===== src/rtl/branch_predictor_if.sv =====
// branch_predictor_if: fetch lookup, EX resolution and perf signals of the branch predictor
interface branch_predictor_if #(parameter int XLEN = 32);
  logic [XLEN-1:0] if_pc, pred_target, upd_pc, upd_target, upd_pred_target, redirect_pc;
  logic pred_hit, pred_taken, upd_valid, upd_is_taken, upd_pred_taken, mispredict;
  logic [31:0] perf_branches, perf_mispredicts;
  modport master (
    output if_pc, upd_valid, upd_pc, upd_is_taken, upd_target, upd_pred_taken, upd_pred_target,
    input pred_hit, pred_taken, pred_target, mispredict, redirect_pc, perf_branches, perf_mispredicts
  );
  modport slave (
    input if_pc, upd_valid, upd_pc, upd_is_taken, upd_target, upd_pred_taken, upd_pred_target,
    output pred_hit, pred_taken, pred_target, mispredict, redirect_pc, perf_branches, perf_mispredicts
  );
endinterface


===== src/rtl/branch_predictor.sv =====
// branch_predictor: direct-mapped BTB with 2-bit saturating counters, EX-stage training,
// mispredict/redirect generation and saturating perf counters.
module branch_predictor #(
  parameter int ENTRIES = 16,
  parameter int XLEN    = 32
) (
  input logic clk,
  input logic rst_n,
  branch_predictor_if.slave bp
);
  localparam int IDX_W = $clog2(ENTRIES);
  localparam int TAG_W = XLEN - IDX_W - 2;
  logic            r_valid  [ENTRIES];
  logic [TAG_W-1:0] r_tag   [ENTRIES];
  logic [XLEN-1:0] r_target [ENTRIES];
  logic [1:0]      r_ctr    [ENTRIES];
  logic [31:0]     r_perf_br, r_perf_mis;
  logic [IDX_W-1:0] w_idx, w_upd_idx;
  logic [TAG_W-1:0] w_tag, w_upd_tag;
  logic            w_upd_hit;
  logic [1:0]      w_upd_ctr;
  assign w_idx     = bp.if_pc[IDX_W+1:2];
  assign w_tag     = bp.if_pc[XLEN-1:IDX_W+2];
  assign w_upd_idx = bp.upd_pc[IDX_W+1:2];
  assign w_upd_tag = bp.upd_pc[XLEN-1:IDX_W+2];
  assign w_upd_hit = r_valid[w_upd_idx] && (r_tag[w_upd_idx] == w_upd_tag);
  assign w_upd_ctr = r_ctr[w_upd_idx];
  assign bp.pred_hit    = r_valid[w_idx] && (r_tag[w_idx] == w_tag);
  assign bp.pred_taken  = bp.pred_hit && r_ctr[w_idx][1];
  assign bp.pred_target = bp.pred_taken ? r_target[w_idx] : bp.if_pc + XLEN'(4);
  assign bp.mispredict  = bp.upd_valid && ((bp.upd_is_taken != bp.upd_pred_taken) ||
                          (bp.upd_is_taken && (bp.upd_target != bp.upd_pred_target)));
  assign bp.redirect_pc = bp.upd_is_taken ? bp.upd_target : bp.upd_pc + XLEN'(4);
  assign bp.perf_branches    = r_perf_br;
  assign bp.perf_mispredicts = r_perf_mis;
  always_ff @(posedge clk or negedge rst_n) begin
    if (!rst_n) begin
      for (int i = 0; i < ENTRIES; i++) begin
        r_valid[i]  <= 1'b0;
        r_tag[i]    <= '0;
        r_target[i] <= '0;
        r_ctr[i]    <= 2'b01;
      end
      r_perf_br  <= '0;
      r_perf_mis <= '0;
    end else begin
      if (bp.upd_valid && w_upd_hit) begin
        r_ctr[w_upd_idx] <= bp.upd_is_taken ? ((w_upd_ctr == 2'b11) ? 2'b11 : w_upd_ctr + 2'b01)
                                            : ((w_upd_ctr == 2'b00) ? 2'b00 : w_upd_ctr - 2'b01);
        if (bp.upd_is_taken) r_target[w_upd_idx] <= bp.upd_target;
      end else if (bp.upd_valid && bp.upd_is_taken) begin
        // Miss on a taken branch replaces whatever lives at this index
        r_valid[w_upd_idx]  <= 1'b1;
        r_tag[w_upd_idx]    <= w_upd_tag;
        r_target[w_upd_idx] <= bp.upd_target;
        r_ctr[w_upd_idx]    <= 2'b10;
      end
      if (bp.upd_valid && (r_perf_br != '1)) r_perf_br <= r_perf_br + 32'd1;
      if (bp.mispredict && (r_perf_mis != '1)) r_perf_mis <= r_perf_mis + 32'd1;
    end
  end
endmodule


===== src/flat_wrapper.sv =====
// flat-port wrapper written by rule: the top's interface ports become plain ports
module branch_predictor_flat 
#(
  parameter int ENTRIES = 16,
  parameter int XLEN    = 32
)
  (clk, rst_n, bp_if_pc, bp_upd_valid, bp_upd_pc, bp_upd_is_taken, bp_upd_target, bp_upd_pred_taken, bp_upd_pred_target, bp_pred_hit, bp_pred_taken, bp_pred_target, bp_mispredict, bp_redirect_pc, bp_perf_branches, bp_perf_mispredicts);
  branch_predictor_if #(.XLEN(XLEN)) bp_i ();
  input logic clk;
  input logic rst_n;
  input wire logic [$bits(bp_i.if_pc)-1:0] bp_if_pc;
  input wire logic [$bits(bp_i.upd_valid)-1:0] bp_upd_valid;
  input wire logic [$bits(bp_i.upd_pc)-1:0] bp_upd_pc;
  input wire logic [$bits(bp_i.upd_is_taken)-1:0] bp_upd_is_taken;
  input wire logic [$bits(bp_i.upd_target)-1:0] bp_upd_target;
  input wire logic [$bits(bp_i.upd_pred_taken)-1:0] bp_upd_pred_taken;
  input wire logic [$bits(bp_i.upd_pred_target)-1:0] bp_upd_pred_target;
  output wire logic [$bits(bp_i.pred_hit)-1:0] bp_pred_hit;
  output wire logic [$bits(bp_i.pred_taken)-1:0] bp_pred_taken;
  output wire logic [$bits(bp_i.pred_target)-1:0] bp_pred_target;
  output wire logic [$bits(bp_i.mispredict)-1:0] bp_mispredict;
  output wire logic [$bits(bp_i.redirect_pc)-1:0] bp_redirect_pc;
  output wire logic [$bits(bp_i.perf_branches)-1:0] bp_perf_branches;
  output wire logic [$bits(bp_i.perf_mispredicts)-1:0] bp_perf_mispredicts;
  assign bp_i.if_pc = bp_if_pc;
  assign bp_i.upd_valid = bp_upd_valid;
  assign bp_i.upd_pc = bp_upd_pc;
  assign bp_i.upd_is_taken = bp_upd_is_taken;
  assign bp_i.upd_target = bp_upd_target;
  assign bp_i.upd_pred_taken = bp_upd_pred_taken;
  assign bp_i.upd_pred_target = bp_upd_pred_target;
  assign bp_pred_hit = bp_i.pred_hit;
  assign bp_pred_taken = bp_i.pred_taken;
  assign bp_pred_target = bp_i.pred_target;
  assign bp_mispredict = bp_i.mispredict;
  assign bp_redirect_pc = bp_i.redirect_pc;
  assign bp_perf_branches = bp_i.perf_branches;
  assign bp_perf_mispredicts = bp_i.perf_mispredicts;
  branch_predictor #(.ENTRIES(ENTRIES), .XLEN(XLEN)) u_core (.clk(clk), .rst_n(rst_n), .bp(bp_i));
endmodule

===== config.mk =====
export PLATFORM = sky130hd
export DESIGN_NAME = branch_predictor_flat
export DESIGN_NICKNAME = d
export VERILOG_FILES = /design/src/rtl/branch_predictor_if.sv /design/src/rtl/branch_predictor.sv /design/src/flat_wrapper.sv
export SDC_FILE = /design/constraint.sdc
export NUM_CORES = 2
export LEC_CHECK = 0
export BUFFER_PORTS_ARGS = -buffer_cell sky130_fd_sc_hd__buf_4
export CORE_UTILIZATION = 40
export DETAILED_ROUTE_END_ITERATION = 10
export SKIP_CTS_REPAIR_TIMING = 1
export SLEW_MARGIN = 20
export SYNTH_ARGS = -nofsm -noshare
export SYNTH_HDL_FRONTEND = slang
export SYNTH_SLANG_ARGS = --single-unit

===== constraint.sdc =====
create_clock -name clk -period 3.3 [get_ports clk]
set_clock_uncertainty 0.15 [all_clocks]
set_input_delay 0.165 -clock clk [delete_from_list [all_inputs] [get_ports clk]]
set_output_delay 0.165 -clock clk [all_outputs]
set_load 0.01 [all_outputs]

==> implementation parameters <==
Parameter                              Value

GRT
  Vias in the first global route    37,700
  Overall routing resource usage    0.268
  Sum of overflow across all layers after global routing    0
  Maximum number of pins on one net before global-route repair    123
  Global-route met2 utilization    0.405
  Met1 Track Usage GR    0.387
  Fraction of met3 tracks used by global routing    0.0517
  Global-route wire length before repair    268 mm
  Number of antenna violations at the first check in global routing    11
  Gr busiest metal    met2

Die
  Initial Utilization    0.404
  Height of the die    370 um
  Core region area    134,000 um^2
  Number of rows in the core area    134
  Overall die area    about 140,000 um^2
  Width of the die    370 um
  Ports    ~260

Detailed routing
  Detail Route Antenna Nets    0
  Total via count in the routed design    38,100
  Initial detailed-routing violation count    3,880
  Via count normalized by instance count    5.92
  Aggregate routed wire length    approximately 190 mm
  DRC violations left    0
  WL/cell    29.7 um
  Pre-Repair DR Iteration Count    6

Timing
  Fmax    around 210 MHz
  Sum of negative setup slack    -208,720 ps
  Post-route worst hold slack    33.4 ps
  Setup-violating endpoint count in the final report    499
  Remaining max-slew budget at the tightest pin    0.434
  PnR worst setup slack    -1370 ps
  Slew at the pin closest to its max-slew limit    849 ps
  Number of hold-slack violations in the final timing report    0
  Unrepaired setup endpoints after global routing    true
  Final clock period utilization by the worst path    1.42
  Final max-slew violation count    0
  Post-route minimum period    4670 ps

Critical path
  Category of the critical setup timing path    flop to primary output
  Crit path cell chain    buf_6 > mux4_2 > mux2i_4 > xnor2_2 > a2111oi_4 > buf_4 > a21o_1 > o2111ai_2 > buf_6 > nor4bb_4 > buf_6 > clkbuf_16 > mux2_4 > buf_6
  Worst stage delay on the critical path    480 ps
  Data arrival time at the worst-slack endpoint    4360 ps
  Startpoint type of the worst setup path    flop
  Crit. End Element    primary output
  Worst-path maximum fanout    8
  Worst endpoint required time    2980 ps
  Critical Path Slowest Stage Cell    sky130_fd_sc_hd__mux4_2
  Most frequent cell on the critical path    sky130_fd_sc_hd__buf_6

Cells and area
  Ratio of cells with drive above 1 in the final layout    0.549
  Post-Layout Cell Count    about 6,400
  Area taken by multi-input logic gates    27,800 um^2
  Area Overhead vs Synth    28.4%
  Count of inserted antenna diode cells    0
  Utilization after layout    0.519
  Area occupied by registers    26,000 um^2
  Number of nets in the final layout    4,715
  # fillers    11,200

Clock tree
  Root Buffer Master    sky130_fd_sc_hd__clkbuf_16
  Max Root-Sink Buffers    3
  CTS tree    yes
  CTS Sinks    1,040
  Clock Pin Slew Worst Setup and Hold Paths    60 ps
  # H-tree levels    3
  Skew-Pair Late Insertion Delay    750 ps
  CTS buffer count    115

Pwr
  Power per unit of standard cell area    561 nW/um^2
  Pleak    0.0316 uW
  Highest ir drop seen on vdd    0.000425 V

Placed design
  Port Buf Inserts    between 200 and 300
  Last weighted congestion value of the routability-driven placer    0.951
  DP HPWL    126 mm
  Total placed cells including tap cells    6,106

Synth
  Post-synth top area cell    sky130_fd_sc_hd__dfrtp_1
  EDFF count, synth    0
  Total standard cell area after synthesis    54,200 um^2
  Sequential fraction of the synthesis area    0.481
  Synth Warn #    0
  Share of flip-flops with an asynchronous set or reset    1.00
  Yosys cell types    78
  Synthesized net count    3,990
  Top_reg_cell synth    sky130_fd_sc_hd__dfrtp_1
  Mean instance size in the synthesized netlist    approximately 14 um^2
  Post-synthesis register bit count    approximately 1,000
  Cell count after synthesis    between 3,000 and 4,000
  Area share of the largest cell type after synthesis    0.473
  Most area-consuming cells after synthesis    sky130_fd_sc_hd__dfrtp_1 47%, sky130_fd_sc_hd__mux2_2 20%, sky130_fd_sc_hd__mux4_2 15%

Status
  Violations in the final reports    setup timing
  Result of the run    complete, but fails checks

Worst hold path
  Path class of the lowest-slack min-delay path    primary input to flop

Run
  Reported max-cap violation count    0
==> sequential cells by signal, summed over array words and instances (netlist names) <==
register / count
u_core.bp.perf_branches: 32
u_core.bp.perf_mispredicts: 32
u_core.r_ctr: 32
u_core.r_tag: 416
u_core.r_target: 512
u_core.r_valid: 16
==> final timing paths <==
kind / to / slack, ps / from / depth (start not counted)
min in group asynchronous: u_core.r_target[260] / 510 / rst_n / 4
min reg2reg: u_core.r_ctr[0] / 330 / u_core.r_ctr[0] / 2
min: u_core.r_tag[6] / 30 / bp_upd_pc[12] / 4
max reg2reg: u_core.r_tag[377] / -450 / u_core.r_tag[107] / 10
max in group asynchronous: u_core.r_tag[401] / 1650 / rst_n / 4
max: bp_pred_target[18] / -1370 / u_core.r_tag[269] / 14
==> metal layers <==
layer  up-vias  wire length, um
met4        14             6900
met2      1620            85800
li1      15800                -
met3       347            15100
met5         -               83
met1     20300            83100
==> stage by stage <==
stage          setup WS (ps)  area, um^2  power, uW
6_report               -1370       69600      39000
2_1_floorplan          0.483       54300      21500
4_1_cts                -1970       66400      38500
3_3_place_gp           -1540       62500      25000
5_1_grt                -1360       69600      40500
3_5_place_dp           -1240       62500      25200
==> final cells by class <==
| type | instances | share of cell area |
|---|---|---|
| multi-input combinational | 2411 | 0.400 |
| clock buffer | 164 | 0.0476 |
| inverter | 26 | 0.00149 |
| clock inverter | 46 | 0.00842 |
| sequential | 1040 | 0.374 |
| timing repair buffer | 981 | 0.137 |
| tap | 1768 | 0.0318 |
==> synth_stat cells (all sizes together), types with 22 or more instances <==
library cell  count
xnor2           129
dfrtp          1024
and3             23
mux2            980
nor2             82
nor3             30
mux2i           105
nand4            32
a22oi            26
mux4            353
xor2             87
buf             137
nand2           166
clkbuf          236
inv              25
or3              22
o21ai            56
nand3            91
a21oi            28
==> critical path: cells and delay by family (launching register included) <==
family	cells	cell delay, ps
and+or+nand+nor	1	270
muxes	3	1020
buffers and inverters	6	1050
AOI/OAI and AO/OA	3	790
DFF	1	390
xor gates and xnor gates	1	120
==> report_power, final <==
group / leakage, uW / switching [uW] / internal (uW)
combinational: 0.0164 / 3680 / 5440
clock: 0.00191 / 5590 / 7690
sequential: 0.0133 / 1490 / 15100
total: 0.0316 / 10800 / 28200
==> placed cells by master, fill, tap and decap left out, types with 11 or more instances in the layout <==
cell type	n
sky130_fd_sc_hd__buf_6	51
sky130_fd_sc_hd__mux4_2	352
sky130_fd_sc_hd__nand4_1	31
sky130_fd_sc_hd__clkbuf_1	24
sky130_fd_sc_hd__nor4_1	11
sky130_fd_sc_hd__nand2_1	157
sky130_fd_sc_hd__dfstp_2	16
sky130_fd_sc_hd__xor2_1	85
sky130_fd_sc_hd__a211oi_1	17
sky130_fd_sc_hd__clkbuf_8	26
sky130_fd_sc_hd__a221oi_1	14
sky130_fd_sc_hd__o21ai_0	50
sky130_fd_sc_hd__nand3_2	11
sky130_fd_sc_hd__dfrtp_1	1024
sky130_fd_sc_hd__nor2_1	72
sky130_fd_sc_hd__buf_4	736
sky130_fd_sc_hd__nand3_1	77
sky130_fd_sc_hd__clkbuf_16	142
sky130_fd_sc_hd__xnor2_1	126
sky130_fd_sc_hd__mux2i_1	100
sky130_fd_sc_hd__o22ai_1	12
sky130_fd_sc_hd__nand2b_1	15
sky130_fd_sc_hd__a21oi_1	26
sky130_fd_sc_hd__clkinv_2	26
sky130_fd_sc_hd__or3_1	16
sky130_fd_sc_hd__mux2_4	257
sky130_fd_sc_hd__nor3_1	24
sky130_fd_sc_hd__buf_12	99
sky130_fd_sc_hd__and3_1	21
sky130_fd_sc_hd__inv_1	23
sky130_fd_sc_hd__a22oi_1	26
sky130_fd_sc_hd__mux2_2	723
sky130_fd_sc_hd__dlygate4sd3_1	59
==> cells by family after synthesis <==
| logic type | Yosys count | share of synthesized area |
|---|---|---|
| mux | 1438 | 0.371 |
| flops | 1040 | 0.481 |
| simple gates | 533 | 0.0490 |
| buf+inv | 399 | 0.0344 |
| xor+xnor | 216 | 0.0349 |
| compound gates | 215 | 0.0277 |
| fa+ha+maj | 9 | 0.00199 |
Note: power is estimated with default switching activity, not from simulation.
